## src/rtl/sample_dma_writer.sv

```systemverilog
// sample_dma_writer: captures a strobed stream of WORD_WID-bit samples into a
// small FIFO and writes each one to RAM as two RAM_WORD_WID halves (low half
// first, sign-extended high half second) through a request/acknowledge port.
// Optional feature: define SAMPLE_DMA_WRITER_WRAP_EN for ring-buffer capture
// (the pointer reloads the base address after the last sample, never DONE).
//
// RAM handshake: ram_write is raised with ram_dma_addr/ram_word stable and is
// held until a cycle in which ram_valid is high; that edge completes the
// transfer. ram_valid while ram_write is low is ignored.
module sample_dma_writer #(
   parameter int WORD_WID       = 20,
   parameter int WORD_AMNT_WID  = 11,
   parameter int WORD_AMNT      = 2047,
   parameter int RAM_WID        = 32,
   parameter int RAM_WORD_WID   = 16,
   parameter int RAM_WORD_INCR  = 2,
   parameter int FIFO_DEPTH_WID = 2
) (
   input  logic                     clk,
   input  logic                     rst_L,
   input  logic                     arm,
   input  logic [RAM_WID-1:0]       start_addr,
   input  logic [WORD_WID-1:0]      sample_in,
   input  logic                     sample_strobe,
   output logic [RAM_WID-1:0]       ram_dma_addr,
   output logic [RAM_WORD_WID-1:0]  ram_word,
   output logic                     ram_write,
   input  logic                     ram_valid,
   output logic                     running,
   output logic                     finished,
   output logic                     overflow,
   output logic [WORD_AMNT_WID:0]   sample_count
);

   localparam int DW    = 2 * RAM_WORD_WID;
   localparam int CW    = WORD_AMNT_WID + 1;
   localparam int FW    = FIFO_DEPTH_WID;
   localparam int DEPTH = 1 << FIFO_DEPTH_WID;
   localparam logic [CW-1:0]      LAST_IDX = CW'(WORD_AMNT);
   localparam logic [RAM_WID-1:0] INCR     = RAM_WID'(RAM_WORD_INCR);

   typedef enum logic [2:0] {
      IDLE        = 3'd0,
      WAIT_SAMPLE = 3'd1,
      WRITE_LO    = 3'd2,
      GAP         = 3'd3,
      WRITE_HI    = 3'd4,
      DONE        = 3'd5
   } state_t;

   state_t               state_q, state_d;
   logic [RAM_WID-1:0]   ptr_q, ptr_d;
   logic [RAM_WID-1:0]   base_q, base_d;
   logic [DW-1:0]        hold_q, hold_d;
   logic [CW-1:0]        count_q, count_d;
   logic                 overflow_q, overflow_d;
   logic [WORD_WID-1:0]  mem_q [DEPTH];
   logic [WORD_WID-1:0]  mem_d [DEPTH];
   logic [FW-1:0]        wr_q, wr_d, rd_q, rd_d;
   logic [FW:0]          fcnt_q, fcnt_d;
   logic                 pop, push, accept, full;

   // State, pointers, holding register and FIFO storage
   always_ff @(posedge clk) begin
      if (!rst_L) begin
         state_q    <= IDLE;
         ptr_q      <= '0;
         base_q     <= '0;
         hold_q     <= '0;
         count_q    <= '0;
         overflow_q <= 1'b0;
         wr_q       <= '0;
         rd_q       <= '0;
         fcnt_q     <= '0;
         for (int i = 0; i < DEPTH; i++) mem_q[i] <= '0;
      end else begin
         state_q    <= state_d;
         ptr_q      <= ptr_d;
         base_q     <= base_d;
         hold_q     <= hold_d;
         count_q    <= count_d;
         overflow_q <= overflow_d;
         wr_q       <= wr_d;
         rd_q       <= rd_d;
         fcnt_q     <= fcnt_d;
         mem_q      <= mem_d;
      end
   end

   // Next-state logic: capture sequencing plus FIFO push/pop bookkeeping
   always_comb begin
      state_d    = state_q;
      ptr_d      = ptr_q;
      base_d     = base_q;
      hold_d     = hold_q;
      count_d    = count_q;
      overflow_d = overflow_q;
      mem_d      = mem_q;
      wr_d       = wr_q;
      rd_d       = rd_q;
      fcnt_d     = fcnt_q;
      pop        = 1'b0;
      accept     = (state_q == WAIT_SAMPLE) || (state_q == WRITE_LO) ||
                   (state_q == GAP) || (state_q == WRITE_HI);
      full       = (fcnt_q == (FW+1)'(DEPTH));

      case (state_q)
         IDLE: begin
            if (arm) begin
               base_d     = start_addr;
               ptr_d      = start_addr;
               count_d    = '0;
               overflow_d = 1'b0;
               state_d    = WAIT_SAMPLE;
            end
         end
         WAIT_SAMPLE: begin
            if (!arm) begin
               state_d = IDLE;
            end else if (fcnt_q != '0) begin
               pop     = 1'b1;
               hold_d  = {{(DW-WORD_WID){mem_q[rd_q][WORD_WID-1]}}, mem_q[rd_q]};
               state_d = WRITE_LO;
            end
         end
         WRITE_LO: begin
            if (ram_valid) begin
               ptr_d   = ptr_q + INCR;
               state_d = GAP;
            end
         end
         GAP: begin
            state_d = WRITE_HI;
         end
         WRITE_HI: begin
            if (ram_valid) begin
               ptr_d   = ptr_q + INCR;
               count_d = count_q + CW'(1);
               if (!arm) begin
                  state_d = IDLE;
               end else if (count_q == LAST_IDX) begin
`ifdef SAMPLE_DMA_WRITER_WRAP_EN
                  ptr_d   = base_q;
                  count_d = '0;
                  state_d = WAIT_SAMPLE;
`else
                  state_d = DONE;
`endif
               end else begin
                  state_d = WAIT_SAMPLE;
               end
            end
         end
         DONE: begin
            if (!arm) state_d = IDLE;
         end
         default: state_d = IDLE;
      endcase

      // A pop frees a slot in the same cycle, so a full FIFO still takes the push
      push = sample_strobe && accept && (!full || pop);
      if (sample_strobe && accept && full && !pop) overflow_d = 1'b1;
      if (push) begin
         mem_d[wr_q] = sample_in;
         wr_d        = wr_q + FW'(1);
      end
      if (pop) rd_d = rd_q + FW'(1);
      if (push && !pop)      fcnt_d = fcnt_q + (FW+1)'(1);
      else if (pop && !push) fcnt_d = fcnt_q - (FW+1)'(1);

      // IDLE holds the FIFO empty, which flushes it on every entry
      if (state_q == IDLE) begin
         wr_d   = '0;
         rd_d   = '0;
         fcnt_d = '0;
      end
   end

   assign ram_write    = (state_q == WRITE_LO) || (state_q == WRITE_HI);
   assign ram_dma_addr = ptr_q;
   assign ram_word     = (state_q == WRITE_HI) ? hold_q[DW-1:RAM_WORD_WID]
                                               : hold_q[RAM_WORD_WID-1:0];
   assign running      = (state_q != IDLE) && (state_q != DONE);
   assign finished     = (state_q == DONE);
   assign overflow     = overflow_q;
   assign sample_count = count_q;

endmodule

```

## config.mk

```make
export PLATFORM = sky130hd
export DESIGN_NAME = sample_dma_writer
export DESIGN_NICKNAME = d
export VERILOG_FILES = /design/src/rtl/sample_dma_writer.sv
export SDC_FILE = /design/constraint.sdc
export NUM_CORES = 1
export LEC_CHECK = 0
export BUFFER_PORTS_ARGS = -buffer_cell sky130_fd_sc_hd__buf_2
export CAP_MARGIN = 5
export CELL_PAD_IN_SITES_DETAIL_PLACEMENT = 1
export CELL_PAD_IN_SITES_GLOBAL_PLACEMENT = 1
export CORE_ASPECT_RATIO = 0.75
export CORE_MARGIN = 5
export CORE_UTILIZATION = 43
export CTS_CLUSTER_SIZE = 14
export DETAILED_ROUTE_END_ITERATION = 10
export GPL_TIMING_DRIVEN = 0
export PLACE_DENSITY_LB_ADDON = 0.1
export SLEW_MARGIN = 5
export SYNTH_ARGS = -nofsm -noshare
export SYNTH_HDL_FRONTEND = slang
export SYNTH_SLANG_ARGS = --single-unit
```

## constraint.sdc

```tcl
create_clock -name clk -period 3.7 [get_ports clk]
set_input_delay 0.185 -clock clk [delete_from_list [all_inputs] [get_ports clk]]
set_output_delay 0.185 -clock clk [all_outputs]
set_load 0.02 [all_outputs]
```

After elaboration in Yosys (flattened, before gate mapping) --
Cells that the tools add are included. W data, S select, Z words.
Storage, ports and cells: output and inout port bits 64, input port bits 57, flip-flop bits (word level) 155, logic and storage cells 99
Cells by class: muxes and demuxes 30, bitwise gates (word level) 3, reduce and logical (&&, ||, !) cells 31, equal/unequal tests 14, magnitude comparators 3, add/sub/neg operators 6
Operators by type and width (number):
- $bwmux W80 | 1
- $mux W32 | 2
- $pmux W32 S2 | 1
- $mux W20 | 3
- $bmux W20 S2 | 1
- $demux W20 S2 | 1
- $add A32 B2 Y32 const B | 1
- $mux W3 | 10
- $mux W12 | 2
- $pmux W12 S2 | 1
- $pmux W3 S6 | 1
- $mux W16 | 1
- $add A12 B1 Y12 const B | 1
- $eq A12 B11 Y1 const B | 1
- $reduce_bool A2 Y1 | 5
- $eq A3 B3 Y1 const B | 3
- $reduce_and A3 Y1 | 3
- $logic_and A1 B1 Y1 | 8
- $ne A2 B2 Y1 const B | 4
- $eq A3 B2 Y1 const B | 2
- $ge A3 B3 Y1 const B | 2
- $mux W1 | 6
- $not A2 Y3 | 2
- $reduce_bool A3 Y1 | 2
- 15 further kinds | 23

Depth between registers and ports, before layout --
depth in word-level cells 10, mapped depth 11, mapped depth without buffers 9

Worst setup path after synthesis --
No wires, ideal clock.
kind reg2reg, from register state_q[0], to register fcnt_q[2], arrival 2801 ps, period minus slack after synthesis 2873 ps, path slack 827 ps, cell stages (with the launch flop) 11, library setup time 72 ps, cells stage by stage dfxtp_1 > buf_4 > or3b_1 > buf_6 > a221oi_4 > ha_1 > inv_1 > fa_1 > xor2_1 > or3_1 > a21oi_1
On the way: cells in the longest elaborated chain, start to end 9
RTL lines:
- from (decl) | RTL line 51 | state_t state_q, state_d;
- from (signal assigned) | RTL line 77 | state_q <= state_d;
- $eq A3 B1 Y1 or $eq A3 B2 Y1 (tied branches) | RTL line 103, 107
- $logic_or A1 B1 Y1 (2 in series) | RTL line 103 | accept = (state_q == WAIT_SAMPLE) || (state_q == WRITE_LO) ||
- $logic_or A1 B1 Y1 | RTL line 104 | (state_q == GAP) || (state_q == WRITE_HI);
- $logic_and A1 B1 Y1 | RTL line 161 | push = sample_strobe && accept && (!full || pop);
- $logic_and A1 B1 Y1 * | RTL line 161
- named net push | RTL line 61 | logic pop, push, accept, full;
- $logic_not A1 Y1 | RTL line 169 | else if (pop && !push) fcnt_d = fcnt_q - (FW+1)'(1);
- $logic_and A1 B1 Y1 | RTL line 169
- $reduce_bool A2 Y1 (no line)
- to (signal assigned) | RTL line 85 | fcnt_q <= fcnt_d;
- to (decl) | RTL line 60 | logic [FW:0] fcnt_q, fcnt_d;
The timed path passes the listed nets; every way through them passes the cells marked *. A chain may end at the register's enable or synchronous reset.

Worst setup path in the final report --
from register state_q[1], to register fcnt_q[2]
Same word-level chain as after synthesis.

==> impl_results.md <==
- Status: finished, violations left
- Failing checks: hold timing
- RePlAce Congestion: 0.9316
- Minimum clock period: 3.261 ns
- Vias/cell: 5.789
- FILL cells: 1959
- Synthesis-stage register bit count: 155
- Wirelength per Cell: 21.40 microns
- Power Total: 3919 uW
- Sequential Area: 3103 sq um
- RSZ-0062 raised after global routing: false
- Final Hold Fails: 1
- Register area share after synthesis: 41.69%
- Num CTS Buffers: 17
- Hold crit path type: input pin to flip-flop
- # DRC: 0
- Slew Viols, Final: 0
- Antenna-violating nets left: 0
- Clock sinks: 155
- Syn_nets: 877
- Rows: 41
- Clock Path Buffers: 2
- PwrDens: 438.6 nW/um^2
- Worst slew pin tran: 1.006 ns
- Final worst setup slack: 0.4394 ns
- Final Skew: 0.008482 ns
- Synth Instances: 812
- Detailed router's first-iteration violation count: 451
- Hold WS: -0.002681 ns
- DIE AREA: 20070 sq um
- Ys flop type: dfxtp_1
- # setup viols final: 0
- Initial Utilization: 43.97%
- Total GRT Usage: 25.40%
- Critical Path End Type: flip-flop
- Post-CTS resize count: 0
- # H-tree levels: 4
- Layout area overhead: 20.05%
- ANT cells: 0
- WP data required: 4.05 ns
- Post-DP HPWL: 18160 microns
- Critical R2R Capture: fcnt_q[2]
- Setup slack, reg-to-reg: 0.44 ns
- Fin util: 52.79%
- Min-delay src: start_addr[0]
- Global-route wire length before repair: 39710 microns
- Final nets: 1016
- Worst setup SP type: flip-flop
- CTS Root Cell: clkbuf_16
- Vias in the first global route: 7217
- Share of cells above drive strength 1: 21.06%
- Post-synth EDFFs: 0
- Fmax: 306.7 MHz
- Period utilization: 88.12%
- Die X: 161.9 microns
- Worst Hold Depth: 3
- Data arrival, critical path: 3.61 ns
- Largest stage delay on the critical path: 0.70 ns
- Worst VDD drop: 225.7 uV
- Number of port buffers: 120
- Library cells used by synthesis: 62
- Max cap viols: 0
- Reg2Reg Depth: 10
- Skew-Pair Late Insertion Delay: 0.43 ns
- Setup bufs post-CTS: 0
- Worst-path clk slew: 0.06 ns
- CP Class: flip-flop to flip-flop
- Remaining Overflow, GRT: 0
- Normalized max-slew margin: 32.95%
- Reg2reg start: state_q[1]
- Largest net degree at the start of global routing: 17
- Syn. warnings: 0
- Critical path peak fanout: 10
- Sum Neg Setup Slack: 0 ns
- Syn Area/Cell: 9.167 sq um
- Hold Buf Count CTS: 0
- End of the worst hold path: ram_dma_addr[0]
- Synth Cell Area: 7443 sq um
- Die height: 123.9 microns
- CTS tree: done
- Static Leak: 0.004245 uW
- Critical path cell sequence: buf_2 -> clkbuf_1 -> o21bai_1 -> a221oi_4 -> ha_1 -> inv_1 -> fa_1 -> xor2_1 -> or3_1 -> a21oi_1
- CP max stage cell: a221oi_4
- Via count: 6825
- Final wirelength: 25230 microns
- Initial antenna violation count: 0
- Pre-CTS setup slack: 0.4817 ns
- Multi-input logic area: 4011 sq um
- Drt pass-1 iters: 5
- I/O Pins: 121
- Core area: 16930 sq um
- Post-synth ARST share: 0%
## cells by family after synthesis
family | after synthesis | share of synthesized area (%)
AO/OA/AOI/OAI | 142 | 12.09
XOR/XNOR | 16 | 1.883
adder cells (fa/ha/maj) | 8 | 1.446
buffers and inverters | 67 | 4.421
flip-flops | 155 | 41.69
multiplexers | 116 | 19.03
AND/OR/NAND/NOR | 308 | 19.45
## cells in the mapped netlist (3+ instances only)
| master | n | share of area (%) |
|---|---|---|
| dfxtp_1 | 155 | 42 |
| nor2_1 | 126 | 6.4 |
| mux2i_1 | 92 | 12 |
| nand2_1 | 73 | 3.7 |
| a21oi_1 | 52 | 3.5 |
| clkbuf_1 | 39 | 2.0 |
| nand3_1 | 23 | 1.5 |
| o21ai_0 | 23 | 1.5 |
| mux4_2 | 20 | 6.1 |
| a21o_1 | 18 | 1.8 |
| and3_1 | 18 | 1.5 |
| nor3_1 | 16 | 1.1 |
| nand4_1 | 11 | 0.92 |
| inv_1 | 10 | 0.50 |
| o22ai_1 | 10 | 0.84 |
| buf_6 | 9 | 1.4 |
| xnor2_1 | 8 | 0.94 |
| xor2_1 | 8 | 0.94 |
| a31oi_1 | 7 | 0.59 |
| ha_1 | 7 | 1.2 |
| a22oi_1 | 6 | 0.61 |
| nor4_1 | 6 | 0.50 |
| and4_1 | 5 | 0.59 |
| buf_2 | 4 | 0.27 |
| mux2_2 | 4 | 0.61 |
| nand2_4 | 4 | 0.61 |
| a211oi_1 | 3 | 0.30 |
| buf_1 | 3 | 0.15 |
| nand2b_1 | 3 | 0.25 |
| nand4b_1 | 3 | 0.35 |
| nor3b_1 | 3 | 0.30 |
| or2_2 | 3 | 0.25 |
## layout make-up
cell class	instances	share of cell area (%)
Sequential cell	155	34.72
Buffer	57	3.262
Clock buffer	18	4.915
Tap cell	215	3.010
Inverter	10	0.4201
Clock inverter	14	2.058
Multi-Input combinational cell	590	44.89
Timing Repair Buffer	120	6.721
## critical path, delay by kind of cell, from the launching register on
family / cells / cell delay, ns
flops: 1 / 0.30
fa+ha+maj: 2 / 0.69
simple gates: 1 / 0.31
compound gates: 3 / 1.07
buf+inv: 3 / 0.65
xor+xnor: 1 / 0.16
## per-layer routing
layer,routed length [microns],global-route usage [%],vias to the layer above,share of wire (%)
li1,-,-,3181,-
met1,11760,34.56,3400,47
met2,11590,40.70,210,46
met3,1471,6.021,34,5.8
met4,404,7.396,0,1.6
met5,0,0,-,0
## stage by stage
stage                     instance area, sq um  std cells
after floorplan                           7443        812
after global placement                    8313       1147
after detailed placement                  8313       1147
after CTS                                 8936       1179
after global routing                      8936       1179
final                                     8936       1179
## registers in the layout, indices dropped and copies added (netlist names)
| name | cells |
|---|---|
| hold_q | 20 |
| state_q | 3 |
| mem_q | 80 |
| wr_q | 2 |
| ram_dma_addr | 32 |
| fcnt_q | 3 |
| overflow | 1 |
| sample_count | 12 |
| rd_q | 2 |
## placed cells by master, fill, tap and decap left out, types with 9 or more instances in the layout
cell / Yosys / layout
a21o_1: 18 / 18
a21oi_1: 52 / 52
and3_1: 18 / 18
buf_2: 4 / 124
buf_6: 9 / 9
clkbuf_1: 39 / 39
clkbuf_16: 0 / 17
dfxtp_1: 155 / 155
inv_1: 10 / 10
mux2i_1: 92 / 92
mux4_2: 20 / 20
nand2_1: 73 / 73
nand3_1: 23 / 23
nand4_1: 11 / 11
nor2_1: 126 / 126
nor3_1: 16 / 16
o21ai_0: 23 / 23
o22ai_1: 10 / 10
## worst max path at each step
stage / depth (start not counted) / endpoint / slack [ns] / from
floorplan: 10 / fcnt_q[2] / 0.83 / state_q[0]
detailed placement: 10 / fcnt_q[2] / 0.48 / state_q[1]
global route: 10 / fcnt_q[2] / 0.26 / state_q[1]
CTS: 10 / fcnt_q[2] / 0.44 / state_q[1]
global placement: 10 / fcnt_q[2] / 0.64 / state_q[1]
finish: 10 / fcnt_q[2] / 0.44 / state_q[1]
## power breakdown
part | total (uW) | leakage [uW] | internal (uW) | switching [uW]
registers | 1740 | 0.00126 | 1700 | 41.5
clock network | 1860 | 0.000297 | 1100 | 762
logic | 318 | 0.00269 | 114 | 204
Power figures use the tool's default switching activity.
